<file path="src/rtl/inst_fetch_ctrl_if.sv">
// Fetch-side bus bundle: InstMemory address/data, decode valid/ready handshake
// and branch/jump redirect. The fetch controller uses the master modport.
interface inst_fetch_if #(
  parameter int ADDR_W = 8,
  parameter int DATA_W = 32
);
  logic [ADDR_W-1:0] instAddr;
  logic [DATA_W-1:0] instMem;
  logic [DATA_W-1:0] instOut;
  logic [ADDR_W-1:0] pcOut;
  logic              instValid;
  logic              decReady;
  logic              redirect;
  logic [ADDR_W-1:0] redirectAddr;

  modport master (
    output instAddr,
    input  instMem,
    output instOut,
    output pcOut,
    output instValid,
    input  decReady,
    input  redirect,
    input  redirectAddr
  );

  modport slave (
    input  instAddr,
    output instMem,
    input  instOut,
    input  pcOut,
    input  instValid,
    output decReady,
    output redirect,
    output redirectAddr
  );
endinterface

</file>
<file path="src/rtl/inst_fetch_ctrl.sv">
// Fetch sequencer for a combinational-read instruction memory with a 2-entry buffer.
// Optional accepted-instruction counter enabled by defining FETCH_COUNT_EN.
module inst_fetch_ctrl #(
  parameter int                ADDR_W    = 8,
  parameter int                DATA_W    = 32,
  parameter logic [ADDR_W-1:0] BOOT_ADDR = 8'h00,
  parameter logic [DATA_W-1:0] HALT_WORD = 32'hFFFFFFFF
) (
  input  logic         clk,
  input  logic         rst,
  input  logic         start,
  inst_fetch_if.master bus,
  output logic         busy,
  output logic         done,
  output logic [15:0]  fetchCount
);

  typedef enum logic [1:0] {
    S_IDLE,
    S_FETCH,
    S_DRAIN
  } state_t;

  state_t            r_state;
  state_t            w_state_nxt;
  logic [ADDR_W-1:0] r_pc;
  logic [ADDR_W-1:0] w_pc_nxt;
  logic [DATA_W-1:0] r_buf_inst [2];
  logic [ADDR_W-1:0] r_buf_pc   [2];
  logic              r_head;
  logic              w_head_nxt;
  logic [1:0]        r_count;
  logic [1:0]        w_count_nxt;
  logic              r_done;
  logic              w_done_nxt;

  logic              w_redirect;
  logic              w_pop_req;
  logic              w_pop;
  logic              w_push;
  logic              w_halt;
  logic              w_tail;
  logic              w_valid;
  logic [ADDR_W-1:0] w_redirect_pc;

  // Buffer bookkeeping. A pop request at count 2 frees the slot being written,
  // so a push can land there on the same edge without losing order.
  always_comb begin
    w_redirect    = bus.redirect && (r_state != S_IDLE);
    w_redirect_pc = bus.redirectAddr & ~ADDR_W'(3);
    w_valid       = (r_count != 2'd0);
    w_pop_req     = w_valid && bus.decReady;
    w_pop         = w_pop_req && !w_redirect;
    w_push        = (r_state == S_FETCH) && ((r_count != 2'd2) || w_pop_req) && !w_redirect;
    w_halt        = (bus.instMem == HALT_WORD);
    w_tail        = r_head ^ r_count[0];

    if (w_redirect) begin
      w_count_nxt = 2'd0;
      w_head_nxt  = 1'b0;
    end else begin
      w_count_nxt = r_count + {1'b0, w_push} - {1'b0, w_pop};
      w_head_nxt  = r_head ^ w_pop;
    end
  end

  // NOTE: every next-state signal gets its default first so no path through
  // the case statement leaves one unassigned, which would infer a latch.
  always_comb begin
    w_state_nxt = r_state;
    w_pc_nxt    = r_pc;
    w_done_nxt  = 1'b0;

    if (w_redirect) begin
      w_state_nxt = S_FETCH;
      w_pc_nxt    = w_redirect_pc;
    end else begin
      case (r_state)
        S_IDLE: begin
          if (start) begin
            w_state_nxt = S_FETCH;
            w_pc_nxt    = BOOT_ADDR;
          end
        end
        S_FETCH: begin
          if (w_push) begin
            if (w_halt) begin
              w_state_nxt = S_DRAIN;
            end else begin
              w_pc_nxt = r_pc + ADDR_W'(4);
            end
          end
        end
        S_DRAIN: begin
          if (w_count_nxt == 2'd0) begin
            w_state_nxt = S_IDLE;
            w_done_nxt  = 1'b1;
          end
        end
        default: begin
          w_state_nxt = S_IDLE;
        end
      endcase
    end
  end

  // NOTE: sequential state uses non-blocking assignments so every register
  // samples the pre-edge values computed above, regardless of statement order.
  always_ff @(posedge clk or posedge rst) begin
    if (rst) begin
      r_state <= S_IDLE;
      r_pc    <= BOOT_ADDR;
      r_head  <= 1'b0;
      r_count <= 2'd0;
      r_done  <= 1'b0;
    end else begin
      r_state <= w_state_nxt;
      r_pc    <= w_pc_nxt;
      r_head  <= w_head_nxt;
      r_count <= w_count_nxt;
      r_done  <= w_done_nxt;
    end
  end

  // NOTE: buffer storage is not reset; its contents only reach the outputs
  // while the count says the slot is occupied, so reset-time values never matter.
  always_ff @(posedge clk) begin
    if (w_push) begin
      r_buf_inst[w_tail] <= bus.instMem;
      r_buf_pc[w_tail]   <= r_pc;
    end
  end

  assign bus.instAddr  = r_pc;
  assign bus.instValid = w_valid;
  assign bus.instOut   = w_valid ? r_buf_inst[r_head] : '0;
  assign bus.pcOut     = w_valid ? r_buf_pc[r_head]   : '0;
  assign busy          = (r_state != S_IDLE);
  assign done          = r_done;

`ifdef FETCH_COUNT_EN
  // Counts decode acceptances; a redirect survives it, a new start clears it.
  logic [15:0] r_fetch_count;

  always_ff @(posedge clk or posedge rst) begin
    if (rst) begin
      r_fetch_count <= 16'h0000;
    end else if ((r_state == S_IDLE) && start) begin
      r_fetch_count <= 16'h0000;
    end else if (w_pop) begin
      r_fetch_count <= r_fetch_count + 16'd1;
    end
  end

  assign fetchCount = r_fetch_count;
`else
  assign fetchCount = 16'h0000;
`endif

endmodule

</file>
<file path="src/flat_wrapper.sv">
// flat-port wrapper written by rule: the top's interface ports become plain ports
module inst_fetch_ctrl_flat 
#(
  parameter int                ADDR_W    = 8,
  parameter int                DATA_W    = 32,
  parameter logic [ADDR_W-1:0] BOOT_ADDR = 8'h00,
  parameter logic [DATA_W-1:0] HALT_WORD = 32'hFFFFFFFF
)
  (clk, rst, start, busy, done, fetchCount, bus_instAddr, bus_instMem, bus_instOut, bus_pcOut, bus_instValid, bus_decReady, bus_redirect, bus_redirectAddr);
  inst_fetch_if #(.ADDR_W(ADDR_W), .DATA_W(DATA_W)) bus_i ();
  input  logic clk;
  input  logic rst;
  input  logic start;
  output logic busy;
  output logic done;
  output logic [15:0] fetchCount;
  output wire logic [$bits(bus_i.instAddr)-1:0] bus_instAddr;
  input wire logic [$bits(bus_i.instMem)-1:0] bus_instMem;
  output wire logic [$bits(bus_i.instOut)-1:0] bus_instOut;
  output wire logic [$bits(bus_i.pcOut)-1:0] bus_pcOut;
  output wire logic [$bits(bus_i.instValid)-1:0] bus_instValid;
  input wire logic [$bits(bus_i.decReady)-1:0] bus_decReady;
  input wire logic [$bits(bus_i.redirect)-1:0] bus_redirect;
  input wire logic [$bits(bus_i.redirectAddr)-1:0] bus_redirectAddr;
  assign bus_instAddr = bus_i.instAddr;
  assign bus_i.instMem = bus_instMem;
  assign bus_instOut = bus_i.instOut;
  assign bus_pcOut = bus_i.pcOut;
  assign bus_instValid = bus_i.instValid;
  assign bus_i.decReady = bus_decReady;
  assign bus_i.redirect = bus_redirect;
  assign bus_i.redirectAddr = bus_redirectAddr;
  inst_fetch_ctrl #(.ADDR_W(ADDR_W), .DATA_W(DATA_W), .BOOT_ADDR(BOOT_ADDR), .HALT_WORD(HALT_WORD)) u_core (.clk(clk), .rst(rst), .start(start), .bus(bus_i), .busy(busy), .done(done), .fetchCount(fetchCount));
endmodule
</file>
<file path="config.mk">
export PLATFORM = sky130hd
export DESIGN_NAME = inst_fetch_ctrl_flat
export DESIGN_NICKNAME = d
export VERILOG_FILES = /design/src/rtl/inst_fetch_ctrl_if.sv /design/src/rtl/inst_fetch_ctrl.sv /design/src/flat_wrapper.sv
export SDC_FILE = /design/constraint.sdc
export NUM_CORES = 1
export LEC_CHECK = 0
export CAP_MARGIN = 20
export CORE_MARGIN = 3
export CORE_UTILIZATION = 48
export CTS_CLUSTER_SIZE = 14
export DETAILED_ROUTE_END_ITERATION = 12
export PLACE_DENSITY = 0.86
export SETUP_SLACK_MARGIN = 0.02
export SYNTH_ARGS = -nofsm -noshare
export SYNTH_HDL_FRONTEND = slang
export SYNTH_SLANG_ARGS = --single-unit
export TNS_END_PERCENT = 10
</file>
<file path="constraint.sdc">
create_clock -name clk -period 3.87 [get_ports clk]
set_input_delay 0.5805 -clock clk [delete_from_list [all_inputs] [get_ports clk]]
set_output_delay 0.5805 -clock clk [all_outputs]
set_load 0.01 [all_outputs]
</file>
* Yosys cells after proc, flatten, opt, wreduce, memory -nomap -nowiden *
Memory sizes are Yosys's and may differ from the RTL's.
Cells that the tools add are included.

word-level totals
  register bits = 14
  bits in writable memories = 80
  bits of input ports = 45
  output and inout bits = 67
  logic and storage cells = 55
  memories = 2

cells by class
  $add $sub $neg = 3
  equality and inequality tests = 9
  mux-type cells = 20
  bitwise logic cells = 2
  reduce and logical (&&, ||, !) cells = 14

memory list
  name               depth  width  rd ports  clocked after memory_dff  write ports  RTL line               text
  u_core.r_buf_inst  2      32     1         0                         1            inst_fetch_ctrl.sv:28  logic [DATA_W-1:0] r_buf_inst [2];
  u_core.r_buf_pc    2      8      1         0                         1            inst_fetch_ctrl.sv:29  logic [ADDR_W-1:0] r_buf_pc [2];

operators with widths
  operator                number
  $mux W8                 5
  $eq A32 B32 Y1 const B  1
  $mux W32                1
  $pmux W8 S2             1
  $mux W2                 6
  $ne A3 B1 Y1 const B    3
  $add A8 B3 Y8 const B   1
  $reduce_and A4 Y1       2
  $mux W1                 6
  $ne A3 B2 Y1 const B    2
  $pmux W2 S3             1
  $logic_and A1 B1 Y1     5
  $logic_not A2 Y1        2
  $reduce_bool A2 Y1      2
  $reduce_bool A3 Y1      1
  $add A2 B1 Y2           1
  $eq A2 B1 Y1 const B    1
  $eq A2 B2 Y1 const B    1
  $ne A2 B2 Y1 const B    1
  $sub A2 B1 Y2           1
  $xor A1 B1 Y1           2
  $logic_not A1 Y1        1
  $logic_or A1 B1 Y1      1

* Depth between registers and ports, before layout *
  depth in word-level cells = 12
  gate-level depth with buffers = 12
  gate-level depth less buffers = 12

* Least setup slack after synthesis *
No wires, ideal clock.

  path type = register to register
  from = register u_core.r_head
  to = memory u_core.r_buf_inst[0][0], enable pin
  library setup time = 0.438 ns
  data arrival time = 2.589 ns
  required time = 3.432 ns
  setup slack = 0.844 ns
  cell stages (with the launch flop) = 5
  buffers on the path = 2
  period minus slack after synthesis = 3.026 ns
  cell sequence = dfrtp_1 clkbuf_1 buf_2 xnor2_1 nor2b_1

between the ends
  longest elaborated chain between the ends = 1

RTL lines
  item                    RTL line                text
  start, declared         inst_fetch_ctrl.sv:30   logic r_head;
  start signal, assigned  inst_fetch_ctrl.sv:119  r_head <= w_head_nxt;
  $xor A1 B1 Y1           inst_fetch_ctrl.sv:56   w_tail = r_head ^ r_count[0];
  end, declared           inst_fetch_ctrl.sv:28

No other way between the ends.

* Worst setup path after layout *
  from = register u_core.r_head
  to = output port bus_instOut[9]

between the ends
  longest elaborated chain between the ends = 2

RTL lines
  item            RTL line                text
  $mem_v2 Z2 W32  -
  $mux W32        inst_fetch_ctrl.sv:136  assign bus.instOut = w_valid ? r_buf_inst[r_head] : '0;
  end, declared   flat_wrapper.sv:19      output wire logic [$bits(bus_i.instOut)-1:0] bus_instOut;

No other way between the ends.

==> results.py <==
metrics = {
    "run_status": {
        "outcome": "completed",
    },
    "sta": {
        "max_freq_mhz": 364,
        "finalClockSkew_ns": 0.00800,
        "rsz0062_at_grt": "no",
        "final-hold-violation-count": 0,
        "worst_pin_slew_ns": 0.646,
        "tns_ns": 0,
        "period_needed_ns": 2.74,
        "timing.final.setup_violations": 0,
        "maxSlewViolCount": 0,
        "relSlewSlack_pct": 57.0,
        "fin_crit_sh_pct": 70.9,
    },
    "power": {
        "power.share.switching_pct": 32.0,
        "p_int_mw": 2.27,
        "comb_power_share_pct": 39.7,
        "seq_power_share_pct": 42.5,
        "p_per_area_mw_per_mm2": 655,
        "ir_drop_v": 0.000345,
        "pwr-share-clk_pct": 17.8,
        "p_sw_mw": 1.07,
        "p_leak_nw": 1.82,
    },
    "yosys": {
        "avgSynthCellArea_um2": 13.2,
        "ys_warn_count": 0,
        "syn_inst": 299,
        "yosysSeqAreaShare_pct": 65.4,
        "synth_edf_count": 76,
        "syn_area_mm2": 0.00395,
        "synth_top_family_by_area": "simple AND/OR/NAND/NOR gates",
        "synthArstFlopShare_pct": 13.6,
        "synth_ff_type": "edfxtp_1",
        "muxShareOfSynthArea_pct": 9.63,
        "synth_xor_area_share_pct": 0.887,
        "synth-adder-area-share_pct": 0.951,
        "synth-simple-area-share_pct": 12.5,
        "yosys.cell_types.count": 41,
        "synth_compound_area_share_pct": 4.37,
        "ys_seq_elements": 88,
    },
    "finish": {
        "stdcell_area_mm2": 0.00509,
        "n_antenna_cell": 0,
        "drive_gt1_share_pct": 7.32,
        "final_nets": 439,
        "layout.cells.non_filler": 498,
        "synthToLayoutAreaGrowth_pct": 28.9,
    },
    "route": {
        "wl_per_cell_um": 16.0,
        "drc": 0,
        "viasPerCell": 5.28,
        "first_pass_iters": 4,
        "routed_wl_mm": 7.97,
        "ant_nets": 0,
        "vias": 2631,
        "drt_iter0_drc": 154,
    },
    "global_route": {
        "track_usage_pct": 17.5,
        "grt_pass1_vias": 2643,
        "grt_pass1_wl_mm": 13.1,
        "antenna_found_initial": 0,
        "grt_overflow": 0,
        "grt_start_max_net_pins": 39,
    },
    "worst_setup_path": {
        "cp.arrival_ns": 2.16,
        "r2r_start": "u_core.r_state[0]",
        "r2r_end": "u_core.r_state[1]",
        "worstPathRequired_ns": 3.29,
        "end_kind": "primary output",
        "critPathLaunchType": "flop",
        "crit_fanout": 38,
        "regToRegSetupSlack_ns": 1.56,
        "critPathKind": "flop to primary output",
        "reg2regPathDepth": 10,
    },
    "cts": {
        "clock_path_buffers": 2,
        "hold_buffers": 0,
        "cts_resized": 0,
        "cts_setup_buffers": 0,
        "clock_tree.root_cell": "clkbuf_8",
        "path_clk_slew_ns": 0.08,
        "clk_latency_ns": 0.35,
        "clock-sinks": 88,
        "cts_tree": "done",
        "numCtsBuffers": 9,
        "cts_max_level": 3,
    },
    "floorplanning": {
        "die_w_um": 96.7,
        "ios": 112,
        "start_util_pct": 50.3,
        "die_area_mm2": 0.00935,
        "die_y_um": 96.7,
        "design.core.area_mm2": 0.00785,
        "rows": 32,
    },
    "place": {
        "postPlaceCellArea_mm2": 0.00490,
        "place_inst": 482,
        "dpl.hpwl_mm": 5.65,
        "gp_congestion": 0.931,
        "port_buffers": 89,
    },
    "worst_hold_path": {
        "hold_path_class": "primary input to async pin",
    },
    "flow_run": {
        "max_cap_violations": 0,
    },
}
-- Yosys cell counts (2+ instances only) --
cell      number  area (um^2)
clkbuf_1       4         15.0
nor2_1        53          199
nand2_1       10         37.5
nand4_1       17          106
o211a_1        2         20.0
o22a_2         2         20.0
nor4_1         4         25.0
xnor2_1        2         17.5
edfxtp_1      76         2280
ha_1           3         37.5
dfrtp_1       12          300
nand2b_1       2         12.5
a21oi_1        7         35.0
nor2b_1        2         12.5
xor2_1         2         17.5
mux2i_1       38          380
nand3_1        5         25.0
and3_1         2         12.5
buf_4         20          150
inv_1          9         33.8
o21ai_0        2         10.0
buf_2          5         25.0
nor3_1         2         10.0
-- critical path: stages, from the launching register on --
cell             delay [ns]
dfrtp_2                0.39
buf_4                  0.54
mux2i_1                0.18
nor2_1                 0.14
clkdlybuf4s50_1        0.56
-- registers in the layout, indices dropped and copies added, names as in the netlist --
register             cells
u_core.bus.instAddr      6
u_core.done              1
u_core.r_count           2
u_core.r_buf_pc         12
u_core.r_head            1
u_core.r_state           2
u_core.r_buf_inst       64
-- cells by family after synthesis --
logic type      count (synthesis)
xor+xnor                        4
buf+inv                        40
other cells                     1
simple gates                  104
fa+ha+maj                       3
compound gates                 21
mux                            38
flops                          88
-- metrics by stage --
step / total power [mW] / hold slack, ns / setup WS, ns / utilization (%)
floorplan: 2.13 / 0.445 / 0.844 / -
global placement: 2.74 / 0.548 / 1.00 / 62.5
detailed placement: 2.78 / 0.551 / 0.931 / 62.5
CTS: 3.37 / 0.528 / 1.09 / 64.9
global route: 3.52 / 0.566 / 0.971 / 64.9
finish: 3.34 / 0.530 / 1.13 / 64.9
-- layout by cell type (no fill, tap or decap), drive strengths merged, types with 2 or more instances in the layout --
cell,count
clkdlybuf4s50,89
edfxtp,76
nor2,54
mux2i,38
conb,20
nand4,17
dfrtp,12
nand2,10
inv,9
clkbuf,9
a21oi,7
clkinv,6
nand3,5
nor4,4
buf,4
ha,3
nand2b,2
and3,2
o21ai,2
o211a,2
nor3,2
xor2,2
xnor2,2
o22a,2
o21a,2
nor2b,2
-- power groups by stage --
stage | Combinational, mW | Sequential (mW) | Clock, mW
2_1_floorplan | 0.697 | 1.43 | 0
3_3_place_gp | 1.31 | 1.42 | 0
3_5_place_dp | 1.34 | 1.44 | 0
4_1_cts | 1.35 | 1.42 | 0.606
5_1_grt | 1.43 | 1.44 | 0.649
6_report | 1.32 | 1.42 | 0.593
-- worst max path at each step --
stage	start	to	slack, ns
after CTS	u_core.r_head	bus_instOut[7]	1.09
after detailed placement	bus_redirect	u_core.r_state[1]	0.93
final	u_core.r_head	bus_instOut[9]	1.13
after global routing	u_core.r_head	bus_instOut[10]	0.97
after global placement	bus_redirect	u_core.r_state[1]	1.00
after floorplan	u_core.r_head	u_core.r_buf_inst[0][0]	0.84
-- layer usage --
layer / global-route usage [%] / share of wire [%]
met2: 29.8 / 52
met1: 21.4 / 40
met4: 8.53 / 1.8
met3: 3.32 / 5.9
met5: 0 / 0
-- final cells by class --
cell class | count | area (um^2)
multi-input cells | 190 | 1210
flip-flops and latches | 88 | 2580
clock inverters | 7 | 62.6
well taps | 102 | 128
inverters | 9 | 33.8
fillers | 577 | 2760
repair buffers | 93 | 946
clock buffers | 9 | 124
No activity file was read; power rests on OpenSTA's default activity.
